**config.mk**
```make
export PLATFORM = sky130hd
export DESIGN_NAME = funct_generator_ctrl
export DESIGN_NICKNAME = d
export VERILOG_FILES = /design/src/rtl/funct_generator_pkg.sv /design/src/rtl/funct_generator_ctrl.sv
export SDC_FILE = /design/constraint.sdc
export NUM_CORES = 1
export LEC_CHECK = 0
export ABC_AREA = 1
export BUFFER_PORTS_ARGS = -buffer_cell sky130_fd_sc_hd__buf_2
export CAP_MARGIN = 20
export CORE_MARGIN = 3
export CORE_UTILIZATION = 53
export DETAILED_ROUTE_END_ITERATION = 8
export PLACE_DENSITY = 0.73
export SYNTH_ARGS = -nofsm -noshare
export SYNTH_HDL_FRONTEND = slang
export SYNTH_SLANG_ARGS = --single-unit
```
**constraint.sdc**
```tcl
create_clock -name clk_i -period 2.8 [get_ports clk_i]
set_clock_uncertainty 0.2 [all_clocks]
set_input_delay 0.56 -clock clk_i [delete_from_list [all_inputs] [get_ports clk_i]]
set_output_delay 0.56 -clock clk_i [all_outputs]
set_load 0.1 [all_outputs]
```
**src/rtl/funct_generator_pkg.sv**
```systemverilog
// Shared types and constants for the function-generator controller.
// The FSM state and mode enums live here so the top and any bench agree on encodings.
package funct_generator_pkg;

  localparam int unsigned NUM_WAVES = 4;

  typedef enum logic [1:0] {
    ST_IDLE = 2'd0,
    ST_RUN  = 2'd1,
    ST_HOLD = 2'd2
  } state_e;

  typedef enum logic {
    MODE_FIXED = 1'b0,
    MODE_SWEEP = 1'b1
  } mode_e;

  // Round-robin successor of a waveform index, wrapping at the last waveform.
  function automatic logic [1:0] next_wave(input logic [1:0] wave);
    if (wave == 2'(NUM_WAVES - 1)) begin
      return 2'd0;
    end
    return wave + 2'd1;
  endfunction

endpackage

```
**src/rtl/funct_generator_ctrl.sv**
```systemverilog
// Controller that streams multiplexer samples into a FIFO, in fixed or sweep mode.
// Define FGEN_STALL_CNT_EN to add the saturating HOLD-cycle counter output stall_cnt_o.
module funct_generator_ctrl
  import funct_generator_pkg::*;
#(
  parameter int DATA_WIDTH  = 32,
  parameter int DWELL_WIDTH = 16
) (
  input  logic                   clk_i,
  input  logic                   rst_ni,
  input  logic                   start_i,
  input  logic                   stop_i,
  input  logic                   mode_i,
  input  logic [1:0]             wave_sel_i,
  input  logic [DWELL_WIDTH-1:0] dwell_i,
  input  logic                   fifo_full_i,
  output logic [1:0]             sel_o,
  output logic                   enh_o,
  output logic                   fifo_wr_o,
  output logic                   busy_o
`ifdef FGEN_STALL_CNT_EN
  ,
  output logic [15:0]            stall_cnt_o
`endif
);

  localparam logic [DWELL_WIDTH-1:0] DwellOne = {{(DWELL_WIDTH-1){1'b0}}, 1'b1};

  state_e                   state_q, state_d;
  mode_e                    mode_q, mode_d;
  logic [1:0]               sel_q, sel_d;
  logic [DWELL_WIDTH-1:0]   dwell_q, dwell_d;
  logic [DWELL_WIDTH-1:0]   count_q, count_d;
  logic                     wr;
  logic                     accept_start;

  assign accept_start = (state_q == ST_IDLE) && start_i && !stop_i;
  assign wr           = (state_q == ST_RUN) && !fifo_full_i;

  assign fifo_wr_o = wr;
  assign enh_o     = (state_q == ST_RUN) || (state_q == ST_HOLD);
  assign busy_o    = (state_q != ST_IDLE);
  assign sel_o     = sel_q;

  always_comb begin
    state_d = state_q;
    mode_d  = mode_q;
    sel_d   = sel_q;
    dwell_d = dwell_q;
    count_d = count_q;

    case (state_q)
      ST_IDLE: begin
        if (accept_start) begin
          state_d = ST_RUN;
          mode_d  = mode_e'(mode_i);
          sel_d   = wave_sel_i;
          // A zero dwell would never complete, so it is stored as one.
          dwell_d = (dwell_i == '0) ? DwellOne : dwell_i;
          count_d = '0;
        end
      end

      ST_RUN: begin
        if (wr) begin
          if (count_q == dwell_q - DwellOne) begin
            count_d = '0;
            if (mode_q == MODE_SWEEP) begin
              sel_d = next_wave(sel_q);
            end
          end else begin
            count_d = count_q + DwellOne;
          end
        end
        if (stop_i) begin
          state_d = ST_IDLE;
          count_d = '0;
        end else if (fifo_full_i) begin
          state_d = ST_HOLD;
        end
      end

      ST_HOLD: begin
        if (stop_i) begin
          state_d = ST_IDLE;
          count_d = '0;
        end else if (!fifo_full_i) begin
          state_d = ST_RUN;
        end
      end

      default: begin
        state_d = ST_IDLE;
        count_d = '0;
      end
    endcase
  end

  always_ff @(posedge clk_i or negedge rst_ni) begin
    if (!rst_ni) begin
      state_q <= ST_IDLE;
      mode_q  <= MODE_FIXED;
      sel_q   <= 2'd0;
      dwell_q <= '0;
      count_q <= '0;
    end else begin
      state_q <= state_d;
      mode_q  <= mode_d;
      sel_q   <= sel_d;
      dwell_q <= dwell_d;
      count_q <= count_d;
    end
  end

`ifdef FGEN_STALL_CNT_EN
  logic [15:0] stall_cnt_q, stall_cnt_d;

  // Saturating count of HOLD cycles, restarted by each accepted start.
  always_comb begin
    stall_cnt_d = stall_cnt_q;
    if (accept_start) begin
      stall_cnt_d = '0;
    end else if ((state_q == ST_HOLD) && (stall_cnt_q != 16'hFFFF)) begin
      stall_cnt_d = stall_cnt_q + 16'd1;
    end
  end

  always_ff @(posedge clk_i or negedge rst_ni) begin
    if (!rst_ni) begin
      stall_cnt_q <= '0;
    end else begin
      stall_cnt_q <= stall_cnt_d;
    end
  end

  assign stall_cnt_o = stall_cnt_q;
`endif

endmodule

```
[After elaboration in Yosys (flattened, before gate mapping)]
Index checks and enable logic that the tools add are counted.
Cells by class
  equality and inequality tests: 12
  add/subtract/negate cells: 3
  muxes and demuxes: 25
  reduce and logical (&&, ||, !) cells: 14
Operators by type and width (count)
  two-way mux 16 bit: 6
  case mux 16 bit (3 select lines): 1
  two-way mux 2 bit: 11
  adder 16 x 1 -> 16 bit, second input constant: 1
  == test 16 bit: 1
  zero test 16 bit: 1
  subtractor 16 x 1 -> 16 bit, second input constant: 1
  inequality test 3 bit, second input constant: 3
  inequality test 2 bit, second input constant: 4
  case mux 2 bit (3 select lines): 1
  AND reduction 3 bit: 2
  two-way mux 1 bit: 5
  AND reduction 5 bit: 1
  == test 2 bit, second input constant: 2
  case mux 2 bit (2 select lines): 1
  nonzero test 2 bit: 2
  logical AND 1 bit: 3
  adder 2 x 1 -> 2 bit, second input constant: 1
  == test 2 x 1 -> 1 bit, second input constant: 1
  zero test 1 bit: 2
  zero test 2 bit: 1
  inequality test 2 x 1 -> 1 bit, second input constant: 1
  AND reduction 2 bit: 1
  logical OR 1 bit: 1
Storage, ports and cells
  register bits: 37
  output and inout bits: 5
  bits of input ports: 24
  logic and storage cells: 59

[Depth between registers and ports, before layout]
  word-level depth: 11
  mapped depth: 17
  gate-level depth less buffers: 17

[Worst setup path after synthesis]
OpenSTA, ideal clock, no wires.
  path kind: register to register
  start point: reg state_q[1]
  end point: reg count_q[0]
  library setup time: 0.122 ns
  path buffers: 0
  arrival: 2.915 ns
  clock period less this slack: 3.238 ns
  setup slack: -0.438 ns
  stages on the path, launching flop included: 10
  required time: 2.478 ns
  cell sequence: dfrtp_1 -> inv_1 -> ha_1 -> inv_1 -> nor2_1 -> nor3_1 -> nor2_4 -> inv_1 -> nor2_1 -> a21oi_2
On the way
  elaborated cells on any way between the ends: 11
  classes of those cells: eq/ne (5); mux (1); reduce/logical (5)
RTL lines
  start, declared: line funct_generator_ctrl.sv:29  | state_e state_q, state_d;
  start signal, assigned: line funct_generator_ctrl.sv:107  | state_q <= state_d;
  == test 2 x 1 -> 1 bit: line funct_generator_ctrl.sv:38  | assign wr = (state_q == ST_RUN) && !fifo_full_i;
  logical AND 1 bit: line funct_generator_ctrl.sv:38
  named net fifo_wr_o: line funct_generator_ctrl.sv:19  | output logic fifo_wr_o,
  inequality test 3 bit (no line)
  AND reduction 3 bit (no line)
  end signal, assigned: line funct_generator_ctrl.sv:111  | count_q <= count_d;
  end, declared: line funct_generator_ctrl.sv:33  | logic [DWELL_WIDTH-1:0] count_q, count_d;
The timed path passes the listed nets, and every way through them passes these cells.
A chain may end at the register's enable or synchronous reset.

[Worst setup path after layout]
  start point: reg dwell_q[0]
  end point: reg count_q[1]
On the way
  cells in the longest elaborated chain, start to end: 6
RTL lines
  start, declared: line funct_generator_ctrl.sv:32  | logic [DWELL_WIDTH-1:0] dwell_q, dwell_d;
  start signal, assigned: line funct_generator_ctrl.sv:110  | dwell_q <= dwell_d;
  subtractor 16 x 1 -> 16 bit: line funct_generator_ctrl.sv:66  | if (count_q == dwell_q - DwellOne) begin
  == test 16 bit: line funct_generator_ctrl.sv:66
  two-way mux 16 bit: line funct_generator_ctrl.sv:66
  two-way mux 16 bit: line funct_generator_ctrl.sv:65  | if (wr) begin
  two-way mux 16 bit: line funct_generator_ctrl.sv:75  | if (stop_i) begin
  case mux 16 bit (3 select lines): line funct_generator_ctrl.sv:52  | case (state_q)
Every way passes these cells. The select of a mux whose other input is x is not followed.

==> metrics.yaml <==
cells_and_area:
  postLayoutCoreUtil_pct: 62.2
  area_growth_pct: 12.0
  antenna_cells: 0
  final_nets: 434
  n_fill_cell: 443
  drive_gt1_share_pct: 20.8
grt:
  antenna_found_initial: 0
  grt_pass1_wl_um: 10300
  track_usage_pct: 21.8
  first_global_vias: 2287
  overflow: 0
  grt_max_degree: 38
routing:
  drt_iter0_drc: 147
  vias: 2379
  final_antenna_net_count: 0
  drt_wl_total_um: 5860
  drc: 0
  post_drt_wl_per_cell_um: 12.4
  vias_per_cell: 5.05
  drt_pass1_iterations: 4
timing:
  maxSlewHeadroom_pct: 44.5
  finalHoldViolCount: 0
  fin_setup_tns_ps: 0
  clock.fmax_mhz: 398
  finalMaxSlewViolations: 0
  worst_pin_slew_ps: 833
  period_needed_ps: 2510
  fin_crit_sh_pct: 89.8
  setup_ws_ps: 286
  rsz0062_at_grt: "false"
  setup_viol: 0
power_and_ir_drop:
  ir_drop_v: 0.00104
  power.density_nw_per_um2: 973
  p_leak_nw: 1.50
  p_total_w: 0.00288
die:
  ioPinCount: 29
  num_rows: 25
  core-area_um2: 4750
  die_h_um: 76.6
  initial_utilization_pct: 55.5
  die_w_um: 76.6
  die_area_um2: 5860
worst_setup_path:
  worstPathBufferInverterCount: 2
  criticalPathCategory: "register to register"
  slowest_stage: "dfrtp_1"
  end_kind: "register"
  crit_arrival_ps: 2470
  critPathTopFamily: "simple AND/OR/NAND/NOR gates"
  cpMostUsedCell: "nand2_1"
  worstPathRequired_ps: 2760
  worstPathCellList: "inv_2, ha_1, nand3_2, nor2_4, o21ai_1, nand2_1, nand2_1, nor2_1, nand2_1, nor2_2, nand2_1, nand2_2, inv_2, nand2_1, o21ai_0"
  crit_fanout: 11
  cp-start-kind: "register"
  worst_path_largest_cell_delay_ps: 420
flow_run:
  maxCapViolCount: 0
synth:
  syn_avg_cell_area_um2: 7.08
  synth_edf_count: 0
  synthArstFlopShare_pct: 100
  ys_types: 39
  synth_top_area_share_pct: 35.1
  yosys_warnings: 0
  synth_ff_type: "dfrtp_1"
  synth_largest_area_cell: "dfrtp_1"
  ys_seq_elements: 37
  synth.most_common_cell: "nand2_1"
  seq_area_frac_synth_pct: 35.1
  syn-num-nets: 404
  syn_inst: 373
  synthTopCellsByArea: "dfrtp_1 35%, nand2_1 19%, inv_1 5.7%, xor2_1 5.0%, nand3_1 3.8%"
  synth_common_cells: "133 x nand2_1, 40 x inv_1, 37 x dfrtp_1, 25 x nor2_1, 20 x nand3_1"
  syn_area_um2: 2640
cts:
  clkTransAtPathRegs_ps: 70
  cts_setup_buffers: 0
  tritoncts: "yes"
  h-tree-depth: 2
  ctsResizeCount: 0
  cts.sinks: 37
  cts_hold_buf: 0
  clock_latency_ps: 280
  cts_max_path_buffers: 2
  cts_buffers: 5
  cts_root_buf: "clkbuf_8"
hold_path:
  worstHoldPathType: "input port to asynchronous set/reset pin"
status:
  status: "finished clean"
placed_design:
  gp_congestion: 0.937
  dp_slack_ps: 297
  numPortBuffers: 28
  dp_hpwl_um: 4640
path summary, 6_finish.rpt:
kind	startpoint	endpoint	slack, ps	depth (start not counted)
worst max register to register	dwell_q[0]	count_q[1]	290	15
worst max-delay path	dwell_q[0]	count_q[1]	290	15
worst min-delay path	rst_ni	count_q[4]	180	1
max in group asynchronous	rst_ni	state_q[1]	1700	1
min in group clk_i	dwell_i[8]	dwell_q[8]	280	3
worst min register to register	sel_o[1]	sel_o[1]	310	2
area by class of cell:
type	count	area (um2)	area share, %
clock buffer	7	86.3	2.92
clock inverter	1	30.0	1.02
inverter	53	200	6.77
multi-input combinational	277	1480	50.2
sequential	37	926	31.3
tap	67	83.8	2.83
timing repair buffer	29	148	4.99
worst register-to-register path, delay by kind of cell, from the launching register on:
| family | cells | cell delay, ps |
|---|---|---|
| simple gates | 10 | 1180 |
| flops | 1 | 420 |
| buf+inv | 2 | 240 |
| fa+ha+maj | 1 | 200 |
| compound gates | 2 | 160 |
kinds of logic (layout without fill, tap and decap cells):
logic type / count (synthesis) / count (layout) / share of synthesized area (%)
flip-flops: 37 / 37 / 35.1
XOR/XNOR: 17 / 17 / 5.64
buffers and inverters: 59 / 90 / 8.81
AO/OA/AOI/OAI: 35 / 35 / 9.57
AND/OR/NAND/NOR: 218 / 218 / 37.6
adder cells (fa/ha/maj): 7 / 7 / 3.32
power breakdown:
group	total [W]	internal [W]	switching, W
combinational	0.00154	0.000425	0.00112
sequential	0.000858	0.000692	0.000166
clock	0.000477	0.000290	0.000186
total	0.00288	0.00141	0.00147
registers in the layout, summed over array words and instances (netlist names):
name     count
count_q     16
dwell_q     16
mode_q       1
sel_o        2
state_q      2
metal layers:
metal,part of all wire (%),global-route usage (%),wire [um]
met5,0,0,0
met4,1.9,8.33,110
met3,5.6,3.55,327
met2,46,35.9,2710
met1,46,28.8,2710
cells in the final DEF, fill, tap and decap left out, drive strengths merged:
cell type  instances
nor4               5
nand2            135
a221oi             1
xnor2              2
inv               52
o21ai             21
a22oi              1
nand3b             2
o31ai              1
nor3               6
buf               29
o21bai             1
clkbuf             7
or2                2
a21oi              2
nand3             24
o211ai             1
nand4              6
xor2              15
bufinv             1
o22ai              7
dfrtp             37
clkinv             1
nor2              38
ha                 7
per-stage QoR:
step           std cells  area (um2)  hold WS (ps)
3_3_place_gp         463        2840           302
2_1_floorplan        373        2640          64.4
6_report             471        2960           178
4_1_cts              471        2960           204
5_1_grt              471        2960           231
3_5_place_dp         463        2840           300
No activity file was read; power rests on OpenSTA's default activity.
